**src/rtl/hls_sobel_deadlock_pkg.sv**
```systemverilog
`default_nettype none
// ============================================================================
//  Module      : hls_sobel_deadlock_pkg
//  Description : Shared types and report-word layout for the Sobel dataflow
//                deadlock reporter. The layout constants describe the default
//                configuration (7 processes, 4 AXI-Stream ports, 16-bit
//                timestamp). The report word is {timestamp, axis, proc}, with
//                the proc snapshot in the LSBs.
//  Revision    : 1.0 - initial release
// ============================================================================
package hls_sobel_deadlock_pkg;

    // Reporter state machine encoding
    typedef enum logic [1:0] {
        IDLE     = 2'd0,
        ARMED    = 2'd1,
        DETECTED = 2'd2,
        REPORTED = 2'd3
    } state_t;

    // Default field widths
    localparam int NUM_PROC_DEF = 7;
    localparam int NUM_AXIS_DEF = 4;
    localparam int CNT_W_DEF    = 16;

    // Report field offsets and total width
    localparam int PROC_LSB = 0;
    localparam int AXIS_LSB = NUM_PROC_DEF;
    localparam int TS_LSB   = NUM_PROC_DEF + NUM_AXIS_DEF;
    localparam int REPORT_W = CNT_W_DEF + NUM_AXIS_DEF + NUM_PROC_DEF;

endpackage
`default_nettype wire

```
**src/rtl/hls_sobel_sat_counter.sv**
```systemverilog
`default_nettype none
// ============================================================================
//  Module      : hls_sobel_sat_counter
//  Description : Saturating up-counter. Clear has priority over enable. When
//                the count is all-ones, it holds at that value.
//  Ports       : clock  - rising-edge clock
//                reset  - synchronous, active-high
//                clear  - synchronous clear to zero
//                enable - count up by one when not saturated
//                count  - current value
//  Revision    : 1.0 - initial release
// ============================================================================
module hls_sobel_sat_counter #(
    parameter int WIDTH = 16
) (
    input  logic             clock,
    input  logic             reset,
    input  logic             clear,
    input  logic             enable,
    output logic [WIDTH-1:0] count
);

    localparam logic [WIDTH-1:0] c_max = '1;

    logic [WIDTH-1:0] r_count;

    always_ff @(posedge clock) begin
        if (reset || clear) begin
            r_count <= '0;
        end else if (enable && (r_count != c_max)) begin
            r_count <= r_count + WIDTH'(1);
        end
    end

    assign count = r_count;

endmodule
`default_nettype wire

```
**src/rtl/hls_sobel_deadlock_reporter.sv**
```systemverilog
`default_nettype none
// ============================================================================
//  Module      : hls_sobel_deadlock_reporter
//  Description : Qualifies the dataflow deadlock monitor's block flag. The
//                flag must stay high for THRESHOLD consecutive cycles. The
//                block then captures process/port block snapshots and a cycle
//                timestamp. The capture is offered as one report word on a
//                valid/ready handshake. The deadlock indication is sticky
//                until clear or reset.
//  Ports       : clock, reset        - clock, synchronous active-high reset
//                block_in            - deadlock monitor block flag
//                inst_block_sigs     - per-process channel-block flags
//                axis_block_sigs     - per-port AXI-Stream block flags
//                clear               - return to IDLE, drop pending report
//                deadlock            - sticky deadlock indication
//                deadlock_pulse      - one-cycle strobe on declaration
//                report_valid/ready  - report handshake
//                report_data         - {timestamp, axis snapshot, proc snapshot}
//  Revision    : 1.0 - initial release
// ============================================================================
module hls_sobel_deadlock_reporter
    import hls_sobel_deadlock_pkg::*;
#(
    parameter int NUM_PROC  = NUM_PROC_DEF,
    parameter int NUM_AXIS  = NUM_AXIS_DEF,
    parameter int THRESHOLD = 16,
    parameter int CNT_W     = CNT_W_DEF
) (
    input  logic                               clock,
    input  logic                               reset,
    input  logic                               block_in,
    input  logic [NUM_PROC-1:0]                inst_block_sigs,
    input  logic [NUM_AXIS-1:0]                axis_block_sigs,
    input  logic                               clear,
    output logic                               deadlock,
    output logic                               deadlock_pulse,
    output logic                               report_valid,
    input  logic                               report_ready,
    output logic [CNT_W+NUM_AXIS+NUM_PROC-1:0] report_data
);

    localparam int               c_rep_w    = CNT_W + NUM_AXIS + NUM_PROC;
    localparam logic [CNT_W-1:0] c_last_cnt = CNT_W'(THRESHOLD - 1);
    localparam bit               c_one_shot = (THRESHOLD == 1);

    state_t             r_state;
    logic               r_deadlock;
    logic               r_pulse;
    logic               r_valid;
    logic [c_rep_w-1:0] r_data;

    logic [CNT_W-1:0]   w_cycle_cnt;
    logic [CNT_W-1:0]   w_consec_cnt;
    logic               w_qualifying;
    logic               w_capture;
    logic               w_cnt_en;
    logic               w_cnt_clear;

    // Free-running timestamp. It is never cleared by clear, and it saturates.
    hls_sobel_sat_counter #(
        .WIDTH (CNT_W)
    ) u_cycle_cnt (
        .clock  (clock),
        .reset  (reset),
        .clear  (1'b0),
        .enable (1'b1),
        .count  (w_cycle_cnt)
    );

    // Consecutive-high counter. It only counts while qualifying. It is
    // cleared on any low cycle and on declaration, so it stays below THRESHOLD.
    hls_sobel_sat_counter #(
        .WIDTH (CNT_W)
    ) u_consec_cnt (
        .clock  (clock),
        .reset  (reset),
        .clear  (w_cnt_clear),
        .enable (w_cnt_en),
        .count  (w_consec_cnt)
    );

    assign w_qualifying = (r_state == IDLE) || (r_state == ARMED);

    // A capture happens on the cycle that completes the qualifying run.
    // Clear suppresses it.
    always_comb begin
        w_capture = 1'b0;
        if (!clear && block_in) begin
            case (r_state)
                IDLE:    w_capture = c_one_shot;
                ARMED:   w_capture = (w_consec_cnt == c_last_cnt);
                default: w_capture = 1'b0;
            endcase
        end
    end

    assign w_cnt_en    = block_in && w_qualifying;
    assign w_cnt_clear = clear || !block_in || !w_qualifying || w_capture;

    always_ff @(posedge clock) begin
        if (reset) begin
            r_state    <= IDLE;
            r_deadlock <= 1'b0;
            r_pulse    <= 1'b0;
            r_valid    <= 1'b0;
            r_data     <= '0;
        end else begin
            r_pulse <= 1'b0;
            if (clear) begin
                // A simultaneous valid&ready is still seen as a transfer by
                // the consumer. The report is simply not re-offered.
                r_state    <= IDLE;
                r_deadlock <= 1'b0;
                r_valid    <= 1'b0;
            end else if (w_capture) begin
                r_state    <= DETECTED;
                r_deadlock <= 1'b1;
                r_pulse    <= 1'b1;
                r_valid    <= 1'b1;
                r_data     <= {w_cycle_cnt, axis_block_sigs, inst_block_sigs};
            end else begin
                case (r_state)
                    IDLE: begin
                        if (block_in) begin
                            r_state <= ARMED;
                        end
                    end
                    ARMED: begin
                        if (!block_in) begin
                            r_state <= IDLE;
                        end
                    end
                    DETECTED: begin
                        if (r_valid && report_ready) begin
                            r_state <= REPORTED;
                            r_valid <= 1'b0;
                        end
                    end
                    REPORTED: begin
                        // Sticky: only clear or reset leaves this state
                        r_state <= REPORTED;
                    end
                    default: r_state <= IDLE;
                endcase
            end
        end
    end

    assign deadlock       = r_deadlock;
    assign deadlock_pulse = r_pulse;
    assign report_valid   = r_valid;
    assign report_data    = r_data;

endmodule
`default_nettype wire

```
**config.mk**
```make
export PLATFORM = sky130hd
export DESIGN_NAME = hls_sobel_deadlock_reporter
export DESIGN_NICKNAME = d
export VERILOG_FILES = /design/src/rtl/hls_sobel_deadlock_pkg.sv /design/src/rtl/hls_sobel_sat_counter.sv /design/src/rtl/hls_sobel_deadlock_reporter.sv
export SDC_FILE = /design/constraint.sdc
export NUM_CORES = 1
export LEC_CHECK = 0
export CAP_MARGIN = 10
export CELL_PAD_IN_SITES_DETAIL_PLACEMENT = 1
export CELL_PAD_IN_SITES_GLOBAL_PLACEMENT = 2
export CORE_MARGIN = 4
export CORE_UTILIZATION = 34
export DETAILED_ROUTE_END_ITERATION = 6
export GPL_TIMING_DRIVEN = 1
export PLACE_DENSITY_LB_ADDON = 0.1
export SYNTH_ARGS = -nofsm -noshare
export SYNTH_HDL_FRONTEND = slang
export SYNTH_SLANG_ARGS = --single-unit
```
**constraint.sdc**
```tcl
create_clock -name clock -period 4.6 [get_ports clock]
set_clock_uncertainty 0.1 [all_clocks]
set_input_delay 0.92 -clock clock [delete_from_list [all_inputs] [get_ports clock]]
set_output_delay 0.92 -clock clock [all_outputs]
set_load 0.005 [all_outputs]
```
======== Yosys cells after proc, flatten, opt, wreduce, memory -nomap -nowiden ========
Cells that the tools add are included.
word-level totals
  flip-flop bits (word level) ............. 64
  bits in latches ......................... 0
  memory bits (writable) .................. 0
  memory bits (read-only) ................. 0
  output and inout bits ................... 30
  word-level logic and storage cells ...... 55
  memories ................................ 0
operators by class
  add/sub/neg operators ................... 2
  $mul .................................... 0
  div/mod/pow operators ................... 0
  magnitude comparators ................... 0
  equal/unequal tests ..................... 12
  shift-type cells ........................ 0
  multiplexer cells ....................... 11
  bitwise gates (word level) .............. 1
  reduce and logical (&&, ||, !) cells .... 21
operators with widths
  kind                     number
  $add A16 B1 Y16 const B  2
  $ne A16 B16 Y1 const B   2
  $eq A16 B4 Y1 const B    1
  $ne A3 B3 Y1 const B     3
  $mux W2                  4
  $pmux W2 S4              1
  $mux W1                  6
  $ne A2 B2 Y1 const B     3
  $reduce_and A3 Y1        2
  $logic_or A1 B1 Y1       5
  $eq A2 B2 Y1 const B     2
  $logic_and A1 B1 Y1      4
  $reduce_and A2 Y1        2
  $reduce_bool A2 Y1       2
  $logic_not A1 Y1         3
  $reduce_or A3 Y1         1
  $eq A2 B1 Y1 const B     1
  $logic_not A2 Y1         1
  $reduce_or A2 Y1         1
  $not A1 Y1               1

======== Depth between registers and ports, before layout ========
Gate-level depths: netlist (run 1).
  word-level depth ........................ 6
  depth in mapped cells ................... 7
  mapped depth without buffers ............ 5

======== Cells and area by module ========
Synthesis (run 1) repeated with hierarchy kept, for this count alone.
second synthesis, totals
  cells, all modules ...................... 335
  area, all modules ....................... 3185.6 um^2
by module, submodules not included
  module                       instances  cells each  area each (um^2)  seq. area each (um^2)
  hls_sobel_sat_counter        2          95          847.1             320.3
  hls_sobel_deadlock_reporter  1          145         1491.4            640.6

======== Least setup slack after synthesis (run 1) ========
Ideal clock, no wire load.
  path kind ............................... input port to flip-flop
  start point ............................. input block_in
  end point ............................... register u_consec_cnt.r_count[13], in the netlist u_consec_cnt.count[13]
  arrival time ............................ 2.100 ns
  data required time ...................... 4.434 ns
  path slack .............................. 2.334 ns
  cell stages on the path ................. 4
  path buffers ............................ 0
  cells stage by stage .................... nand4b_1 -> or4_4 -> or4_4 -> a21oi_2
on the way
  longest elaborated chain between the ends .. 5
  elaborated cells between the ends (all ways) .. 9
  classes of those cells .................. 1 x mux; 8 x reduce/logical
RTL lines
  element                          line                               RTL
  from (decl)                      hls_sobel_deadlock_reporter.sv:31  input logic block_in,
  $logic_not A1 Y1                 -
  $logic_or A1 B1 Y1 (3 in a row)  hls_sobel_deadlock_reporter.sv:98  assign w_cnt_clear = clear || !block_in || !w_qualifying || w_capture;
  $logic_or A1 B1 Y1               hls_sobel_sat_counter.sv:28        if (reset || clear) begin
  to (signal assigned)             hls_sobel_sat_counter.sv:31        r_count <= r_count + WIDTH'(1);
  to (decl)                        hls_sobel_sat_counter.sv:25        logic [WIDTH-1:0] r_count;
Parallel ways exist; a longest one is shown, timed or not.
A chain may end at the register's enable or synchronous reset.

======== Final worst setup path (run 1) ========
  start point ............................. input clear
  end point ............................... register u_consec_cnt.r_count[8], in the netlist u_consec_cnt.count[8]
on the way
  longest elaborated chain between the ends .. 5
  elaborated cells between the ends (all ways) .. 7
  classes of those cells .................. 1 x mux; 6 x reduce/logical
RTL lines
  element                 line                               RTL
  from (decl)             hls_sobel_deadlock_reporter.sv:34  input logic clear,
  $logic_not A1 Y1        hls_sobel_deadlock_reporter.sv:88  if (!clear && block_in) begin
  $logic_and A1 B1 Y1     hls_sobel_deadlock_reporter.sv:88
  $mux W1                 hls_sobel_deadlock_reporter.sv:88
  $logic_or A1 B1 Y1 (*)  hls_sobel_deadlock_reporter.sv:98
  $logic_or A1 B1 Y1 (*)  hls_sobel_sat_counter.sv:28
Every way passes the cells marked *; elsewhere a longest branch is shown, timed or not.

==> results.md, run 1 <==
- Instance area after placement: 0.00343 sq mm
- Number of setup violations in the final report: 0
- Post-Synthesis Cell Area: just under 0.003 sq mm
- MaxCap Viol Count: 0
- Total DRC errors in the routed layout: 0
- Total number of vias: between 2k and 3k
- Min cycle time layout: between 2 and 3 ns
- Reg2reg start: u_consec_cnt.count[13]
- Global route total overflow: 0
- Source-to-sink clock delay at the later pin of the worst-skew pair: about 0.35 ns
- Met2 Routed Length: 4430 um
- Final-stage net count: around 400
- Avg WL per Cell: between 15 and 20 um
- Sum of met3 wire segment lengths after detailed routing: 383 um
- DIE AREA: between 0.01 and 0.015 sq mm
- Number of cells on the worst hold path: 1
- Number of global-route vias before repair: between 2k and 3k
- Category of the worst setup path launch point: primary input
- Number of buffers created by CTS: 9
- Uppermost routed layer: met4
- Total routed wirelength: between 8000 and 9000 um
- Top-level port count: 46
- CTS clock-pin slew for the worst setup and hold paths: ~0.070 ns
- Signal arrival time at the worst endpoint: around 2.9 ns
- Fraction of the mapped netlist area in simple logic gates: 28.0%
- Detailed router's first-iteration violation count: roughly 80
- Async set-reset flop share out of synthesis: 0%
- Top cells by area, synth: sky130_fd_sc_hd__dfxtp_1 (44%), sky130_fd_sc_hd__nand3_1 (6.9%), sky130_fd_sc_hd__a21oi_1 (6.7%), sky130_fd_sc_hd__o21ai_0 (5.9%), sky130_fd_sc_hd__nor2_1 (3.4%)
- Worst slew margin relative to its limit: 34.3%
- Number of fillers in the final layout: about 990
- Path depth of the worst reg2reg path: 5
- Count of TritonRoute iterations in the first routing pass: 4
- Unrepaired setup endpoints after global routing: false
- Combinational fraction of design power: under 10%
- Postcts setup bufs: 0
- X dimension of the die: between 100 and 150 um
- Count of flip-flops with a built-in enable after synthesis: 0
- Critical path type: primary input to flop
- Leading cell type in the layout, fill and taps excluded: sky130_fd_sc_hd__dfxtp_1
- Most frequent cells in the layout: sky130_fd_sc_hd__dfxtp_1 (64), sky130_fd_sc_hd__clkdlybuf4s50_1 (44), sky130_fd_sc_hd__nand3_1 (40)
- Result of the run: finished, final reports clean
- Critical Path Sink: u_consec_cnt.count[8]
- Row Count: 33
- Pre-CTS worst setup slack: between 1 and 1.5 ns
- Final worst path period share: approximately 61%
- Root buf cell: sky130_fd_sc_hd__clkbuf_8
- Slew Limit Fails: 0
- Port bufs: 45
- Hold-fix buffer count after cts: 0
- Prevailing post-synth register cell: sky130_fd_sc_hd__dfxtp_1
- Global-route wire length before repair: around 14000 um
- Critical path buffers and inverters: 2
- Delay-heaviest family, CP: buffers and inverters
- Maximum clock rate: about 360 MHz
- Post-route worst setup slack: approximately 1.8 ns
- Maximum fanout count along the critical path: 29
- Sequential cell area: 0.00128 sq mm
- Post-route non-filler standard cell count: slightly below 500
- Effective utilization at floorplan: roughly a third
- Fraction of power consumed by sequential logic: 51.8%
- Final estimated routing congestion in global placement: around 0.78
- Syn-to-layout area delta: 25.2%
- Complex-gate fraction of the synthesized area: between 10% and 20%
- Mapped Cells: between 300 and 400
- Leakage: about 1.1 nW
- Psw: between 0.2 and 0.3 mW
- Power density cells: ~300 mW/mm^2
- Pin slew with the least headroom to its limit: ~0.98 ns
- Xor/xnor share of the synthesized area: less than 1%
- Proportion of power drawn by the clock network: between 40% and 50%
- Core footprint: 0.00826 sq mm
- Total of warnings raised by yosys: 0
- Wire length the detailed router placed on met1: 3820 um
- Final HPWL from detailed placement: between 5000 and 6000 um
- Critical path, cell by cell: clkdlybuf4s50_1 -> nor4_1 -> nand4_1 -> buf_4 -> o211ai_2 -> nor3_1
- Clock sink total: 64
- Fraction of the mapped netlist area in adder cells: 0.864%
- Maximum number of pins on one net before global-route repair: 52
- Final hold violations: 0
- Total non-filler cell area in the finished layout: roughly 0.0036 sq mm
- Placed cells: 480
- Antenna diode count: 0
- Synth Register Bits: 64
- Worst flop-to-flop path endpoint: u_consec_cnt.count[8]
- Minimum setup slack among reg-to-reg paths: about 2.3 ns
- Post-synth cell types: 46
- Sw frac: 24.0%
- Max incr delay on CP: around 0.7 ns
- Proportion of synthesized area in mux cells: a little under 3%
- Proportion of netlist area held by the largest area contributor: between 40 and 50%
- Die height: 100 um
- Total global routing track utilization: between 15 and 20%
- Avg Vias per Cell: ~5.7
- Worst-case clock buffer depth: 2
- Remaining antenna violation count: 0
- Post-route setup TNS: 0 ns
- Clock H-tree levels: 3
- Post-cts gate resize count: 0
- Worst Setup End Kind: flop
- Layout cell share with drive strength beyond 1: under 10%
- Peak supply drop: 131 uV
- Internal Pwr Total: between 0.8 and 0.9 mW
- Main combinational cell family by area after synthesis: simple AND/OR/NAND/NOR gates
- Launching instance or port of the critical path: clear
- Hold Crit Class: flop to flop
- Cell with the largest stage delay on the worst path: sky130_fd_sc_hd__o211ai_2
- Net Count, Synth: around 360
- CTS tree: yes
- Critical path data required time: 4.69 ns
- Number of cells on the critical path: 6
- Cell accounting for the most synthesized area: sky130_fd_sc_hd__dfxtp_1
- Initial antenna violation count: 0
- Mean cell area of the mapped netlist: 8.37 sq um
- Post-synthesis sequential area ratio: 44.3%
- Area occupied by multi-input gates: around 0.0015 sq mm
==> cell families (layout without fill, tap and decap cells) <==
| group | count (synthesis) | count (layout) |
|---|---|---|
| mux | 8 | 8 |
| buf+inv | 26 | 71 |
| compound gates | 100 | 100 |
| simple gates | 145 | 145 |
| xor+xnor | 1 | 1 |
| fa+ha+maj | 2 | 2 |
| flops | 64 | 64 |
==> synth_stat cells, drive strengths merged, types with 3 or more instances <==
cell,count
and4,3
nand3,41
inv,5
o21ai,34
nor4,10
dfxtp,64
a211oi,8
mux2i,3
buf,7
or3,7
a31oi,3
nand2,13
a21oi,40
nor2b,6
nor2,26
nand4,8
o41ai,3
or4,4
clkbuf,14
mux2,5
nor3,13
o31ai,3
==> layout make-up <==
cell class / instances / area share (%)
repair buffers: 50 / 13.3
flip-flops and latches: 64 / 35.4
well taps: 105 / 3.63
inverters: 5 / 0.518
clock inverters: 7 / 1.97
multi-input cells: 256 / 41.8
clock buffers: 9 / 3.42
==> worst reg2reg max path: cells and delay by family (launching register included) <==
| family | cells | cell delay [ns] |
|---|---|---|
| and+or+nand+nor | 3 | 0.79 |
| AOI/OAI and AO/OA | 1 | 0.70 |
| DFF | 1 | 0.36 |
| buffers and inverters | 1 | 0.25 |
==> per-stage QoR <==
stage / hold WS, ns / total power, mW / util, %
final: 0.371 / 1.08 / 43.9
after global routing: 0.399 / 1.13 / 43.9
after CTS: 0.380 / 1.10 / 43.9
after detailed placement: 0.358 / 0.613 / 41.5
after global placement: 0.356 / 0.612 / 41.5
after floorplan: 0.364 / 0.591 / -
==> power by group through the flow <==
| stage | clock network (mW) | registers, mW | logic (mW) |
|---|---|---|---|
| floorplan | 0 | 0.572 | 0.0185 |
| global placement | 0 | 0.574 | 0.0389 |
| detailed placement | 0 | 0.574 | 0.0393 |
| CTS | 0.504 | 0.561 | 0.0396 |
| global route | 0.523 | 0.561 | 0.0432 |
| finish | 0.484 | 0.561 | 0.0389 |
==> state kept, by name, indices dropped and copies added (netlist names) <==
signal	flops
r_state	2
u_cycle_cnt.count	16
report_valid	1
deadlock_pulse	1
report_data	27
u_consec_cnt.count	16
deadlock	1
==> worst min-delay path by stage <==
stage,startpoint,end,slack (ns)
3_3_place_gp,deadlock,deadlock,0.36
5_1_grt,report_data[25],report_data[25],0.40
2_1_floorplan,deadlock,deadlock,0.36
3_5_place_dp,deadlock,deadlock,0.36
6_report,deadlock,deadlock,0.37
4_1_cts,deadlock,deadlock,0.38
==> layer usage <==
| metal | track usage, % | up-vias |
|---|---|---|
| li1 | - | 1380 |
| met1 | 22.2 | 1387 |
| met2 | 30.3 | 41 |
| met3 | 5.21 | 4 |
| met4 | 4.87 | 0 |
| met5 | 0 | - |
(Power assumes the default switching activity.)
==> run 2, diff against run 1 <==
--- a/config.mk
+++ b/config.mk
@@ -9,7 +9,7 @@
 export CELL_PAD_IN_SITES_DETAIL_PLACEMENT = 1
 export CELL_PAD_IN_SITES_GLOBAL_PLACEMENT = 2
 export CORE_MARGIN = 4
-export CORE_UTILIZATION = 34
+export CORE_UTILIZATION = 31
 export DETAILED_ROUTE_END_ITERATION = 6
 export GPL_TIMING_DRIVEN = 1
 export PLACE_DENSITY_LB_ADDON = 0.1
==> constraint.sdc (replaced) <==
create_clock -name clock -period 2.9 [get_ports clock]
set_clock_uncertainty 0.1 [all_clocks]
set_input_delay 0.58 -clock clock [delete_from_list [all_inputs] [get_ports clock]]
set_output_delay 0.58 -clock clock [all_outputs]
set_load 0.005 [all_outputs]
==> run 2 against run 1 <==
Net effect: design area is 2.8% higher; power is 75% higher; hold slack better by 0.0065 ns; sequential power is 58% higher; clock-buffer cell count stayed put; largest cell class unchanged; cell count is 2.4% higher; first-iteration DRC count is 23% lower; clock power is 95% higher; global-route usage is 1.9 points lower; routed wire length is 3.1% lower.
==> results.md, run 2 (synthesis gave the netlist of run 1 again) <==
- Detailed router's first-iteration violation count: 60 (-23%)
- Clock H-tree levels: 3 (unchanged)
- Postcts setup bufs: 0 (unchanged)
- Port bufs: 45 (unchanged)
- Total number of vias: 2764 (-1.7%)
- Number of global-route vias before repair: 2881 (+0.17%)
- Worst-case clock buffer depth: 2 (unchanged)
- Pin slew with the least headroom to its limit: 0.574 ns (-0.402 ns)
- Maximum fanout count along the critical path: 10 (-66%)
- Count of TritonRoute iterations in the first routing pass: 4 (unchanged)
- Result of the run: finished, final reports clean
- CTS tree: yes
- Clock sink total: 64 (unchanged)
- Hold-fix buffer count after cts: 0 (unchanged)
- Internal Pwr Total: 1.48 mW (+80%)
- Placed cells: 492 (+2.5%)
- Min cycle time layout: 2.14 ns
- Source-to-sink clock delay at the later pin of the worst-skew pair: 0.34 ns (about the same)
- Combinational fraction of design power: 3.3% (-0.3 points)
- Post-route setup TNS: 0 ns (unchanged)
- Avg Vias per Cell: 5.44 (-4.0%)
- Global-route wire length before repair: 14500 um (+1.3%)
- Unrepaired setup endpoints after global routing: false
- Hold Crit Class: flop to flop
- X dimension of the die: 105 um (+4.3%)
- Critical path type: flop to flop
- Syn-to-layout area delta: 28.6%
- Final worst path period share: between 70% and 80%
- Reg2reg start: u_cycle_cnt.count[0]
- Flip-flop count of the largest register, all copies and words added: 27 (unchanged)
- Final HPWL from detailed placement: 5740 um (-1.4%)
- Number of cells on the worst hold path: 1 (unchanged)
- Maximum clock rate: 468 MHz
- Met3 Usage GRT: 4.20% (-1.0 points)
- Category of the worst setup path launch point: flop
- Final estimated routing congestion in global placement: 0.782 (about the same)
- Total non-filler cell area in the finished layout: 0.00372 sq mm (+2.8%)
- Initial antenna violation count: 0 (unchanged)
- Launch point of the worst hold path: deadlock
- Leading cell type in the layout, fill and taps excluded: sky130_fd_sc_hd__dfxtp_1
- Sw frac: 21.8% (-2.2 points)
- Most frequent cells in the layout: sky130_fd_sc_hd__dfxtp_1 (64), sky130_fd_sc_hd__clkdlybuf4s50_1 (44), sky130_fd_sc_hd__nand3_1 (40)
- Power density cells: 509 mW/mm^2 (+70%)
- Core footprint: 0.00915 sq mm (+11%)
- Psw: 0.413 mW (+59%)
- Root buf cell: sky130_fd_sc_hd__clkbuf_8
- Worst flop-to-flop path endpoint: u_cycle_cnt.count[5]
- Total global routing track utilization: 16.0% (-1.9 points)
- GR peak layer: met2
- Layout cell share with drive strength beyond 1: 10.6% (+1.4 points)
- Number of buffers created by CTS: 9 (unchanged)
- Antenna diode count: 0 (unchanged)
- Maximum number of pins on one net before global-route repair: 52 (unchanged)
- Remaining antenna violation count: 0 (unchanged)
- Final-stage net count: 410 (+1.5%)
- Hold Path End: deadlock
- Total routed wirelength: 8400 um (-3.1%)
- Post-route non-filler standard cell count: 508 (+2.4%)
- Peak supply drop: 277 uV (+110%)
- Row Count: 35 (+6.1%)
- Met1 track utilization from global routing: 20.0% (-2.2 points)
- Die height: 105 um (+4.3%)
- Global route total overflow: 0 (unchanged)
- Final hold violations: 0 (unchanged)
- Path depth of the worst reg2reg path: 6 (+1)
- CTS clock-pin slew for the worst setup and hold paths: 0.08 ns (about the same)
- Top-level port count: 46 (unchanged)
- Slew Limit Fails: 0 (unchanged)
- Fraction of power consumed by sequential logic: 46.9% (-4.9 points)
- Avg WL per Cell: 16.5 um (-5.4%)
- Proportion of power drawn by the clock network: 49.8% (+5.2 points)
- Number of setup violations in the final report: 0 (unchanged)
- Worst slew margin relative to its limit: 61.4% (+27 points)
- Post-cts gate resize count: 0 (unchanged)
- Signal arrival time at the worst endpoint: 2.26 ns (-0.64 ns)
- MaxCap Viol Count: 0 (unchanged)
- Minimum setup slack among reg-to-reg paths: 0.76 ns (-1.49 ns)
- Instance area after placement: 0.00348 sq mm (+1.5%)
- Critical path data required time: 3.03 ns (-1.66 ns)
- Met2 demand-to-capacity share in global routing: 27.7% (-2.6 points)
- DIE AREA: 0.0109 sq mm (+8.9%)
- Effective utilization at floorplan: 31.6% (-3.4 points)
- Leakage: 1.16 nW (+4.8%)
- Worst Setup End Kind: flop
- Total DRC errors in the routed layout: 0 (unchanged)
-- run 2: changes by cell type in the layout (fill, tap and decap cells not counted), sizes merged --
cell | before | now
buf | 6 | 12
bufinv | 1 | 3
clkinv | 2 | 1
clkinvlp | 3 | 2
-- run 2: critical path: stages (launching register included) --
cell,delay [ns]
sky130_fd_sc_hd__dfxtp_1,0.41
sky130_fd_sc_hd__ha_1,0.27
sky130_fd_sc_hd__nand2_1,0.23
sky130_fd_sc_hd__nor3_1,0.42
sky130_fd_sc_hd__buf_4,0.22
sky130_fd_sc_hd__a211oi_1,0.08
sky130_fd_sc_hd__mux2_2,0.30
-- run 2: layer usage --
metal | vias up | part of all wire [%]
li1 | 1388 | -
met1 | 1342 | 48
met2 | 29 | 49
met3 | 5 | 2.4
met4 | 0 | 0.89
met5 | - | 0
-- run 2: worst max-delay path by stage --
stage / slack (ns) / end / cells past startpoint / startpoint
after global placement: 0.45 / u_consec_cnt.count[13] / 5 / block_in
after floorplan: 0.97 / u_consec_cnt.count[13] / 4 / block_in
after global routing: 0.58 / u_cycle_cnt.count[5] / 6 / u_cycle_cnt.count[0]
final: 0.76 / u_cycle_cnt.count[5] / 6 / u_cycle_cnt.count[0]
after detailed placement: 0.43 / u_consec_cnt.count[13] / 5 / block_in
after CTS: 0.74 / u_cycle_cnt.count[5] / 6 / u_cycle_cnt.count[0]
-- run 2: area by class of cell --
cell class	count	area, sq um
fill	1099	5430
multi-input combinational	256	1510
sequential	64	1280
timing repair buffer	56	528
tap	111	139
clock buffer	9	124
clock inverter	7	119
inverter	5	18.8
-- run 2: power groups by stage --
stage	Combinational, mW	Sequential, mW	Clock (mW)
after floorplan	0.0293	0.907	0
after global placement	0.0629	0.909	0
after detailed placement	0.0634	0.909	0
after CTS	0.0640	0.888	0.983
after global routing	0.0705	0.889	1.02
final	0.0627	0.889	0.945
-- run 2: per-stage QoR --
stage / worst slack, ns / total power, mW / util [%] / hold WS, ns
after CTS: 0.744 / 1.94 / 40.7 / 0.380
after global routing: 0.578 / 1.98 / 40.7 / 0.408
after detailed placement: 0.426 / 0.973 / 38.0 / 0.361
final: 0.764 / 1.90 / 40.7 / 0.377
after floorplan: 0.974 / 0.937 / - / 0.364
after global placement: 0.446 / 0.972 / 38.0 / 0.361
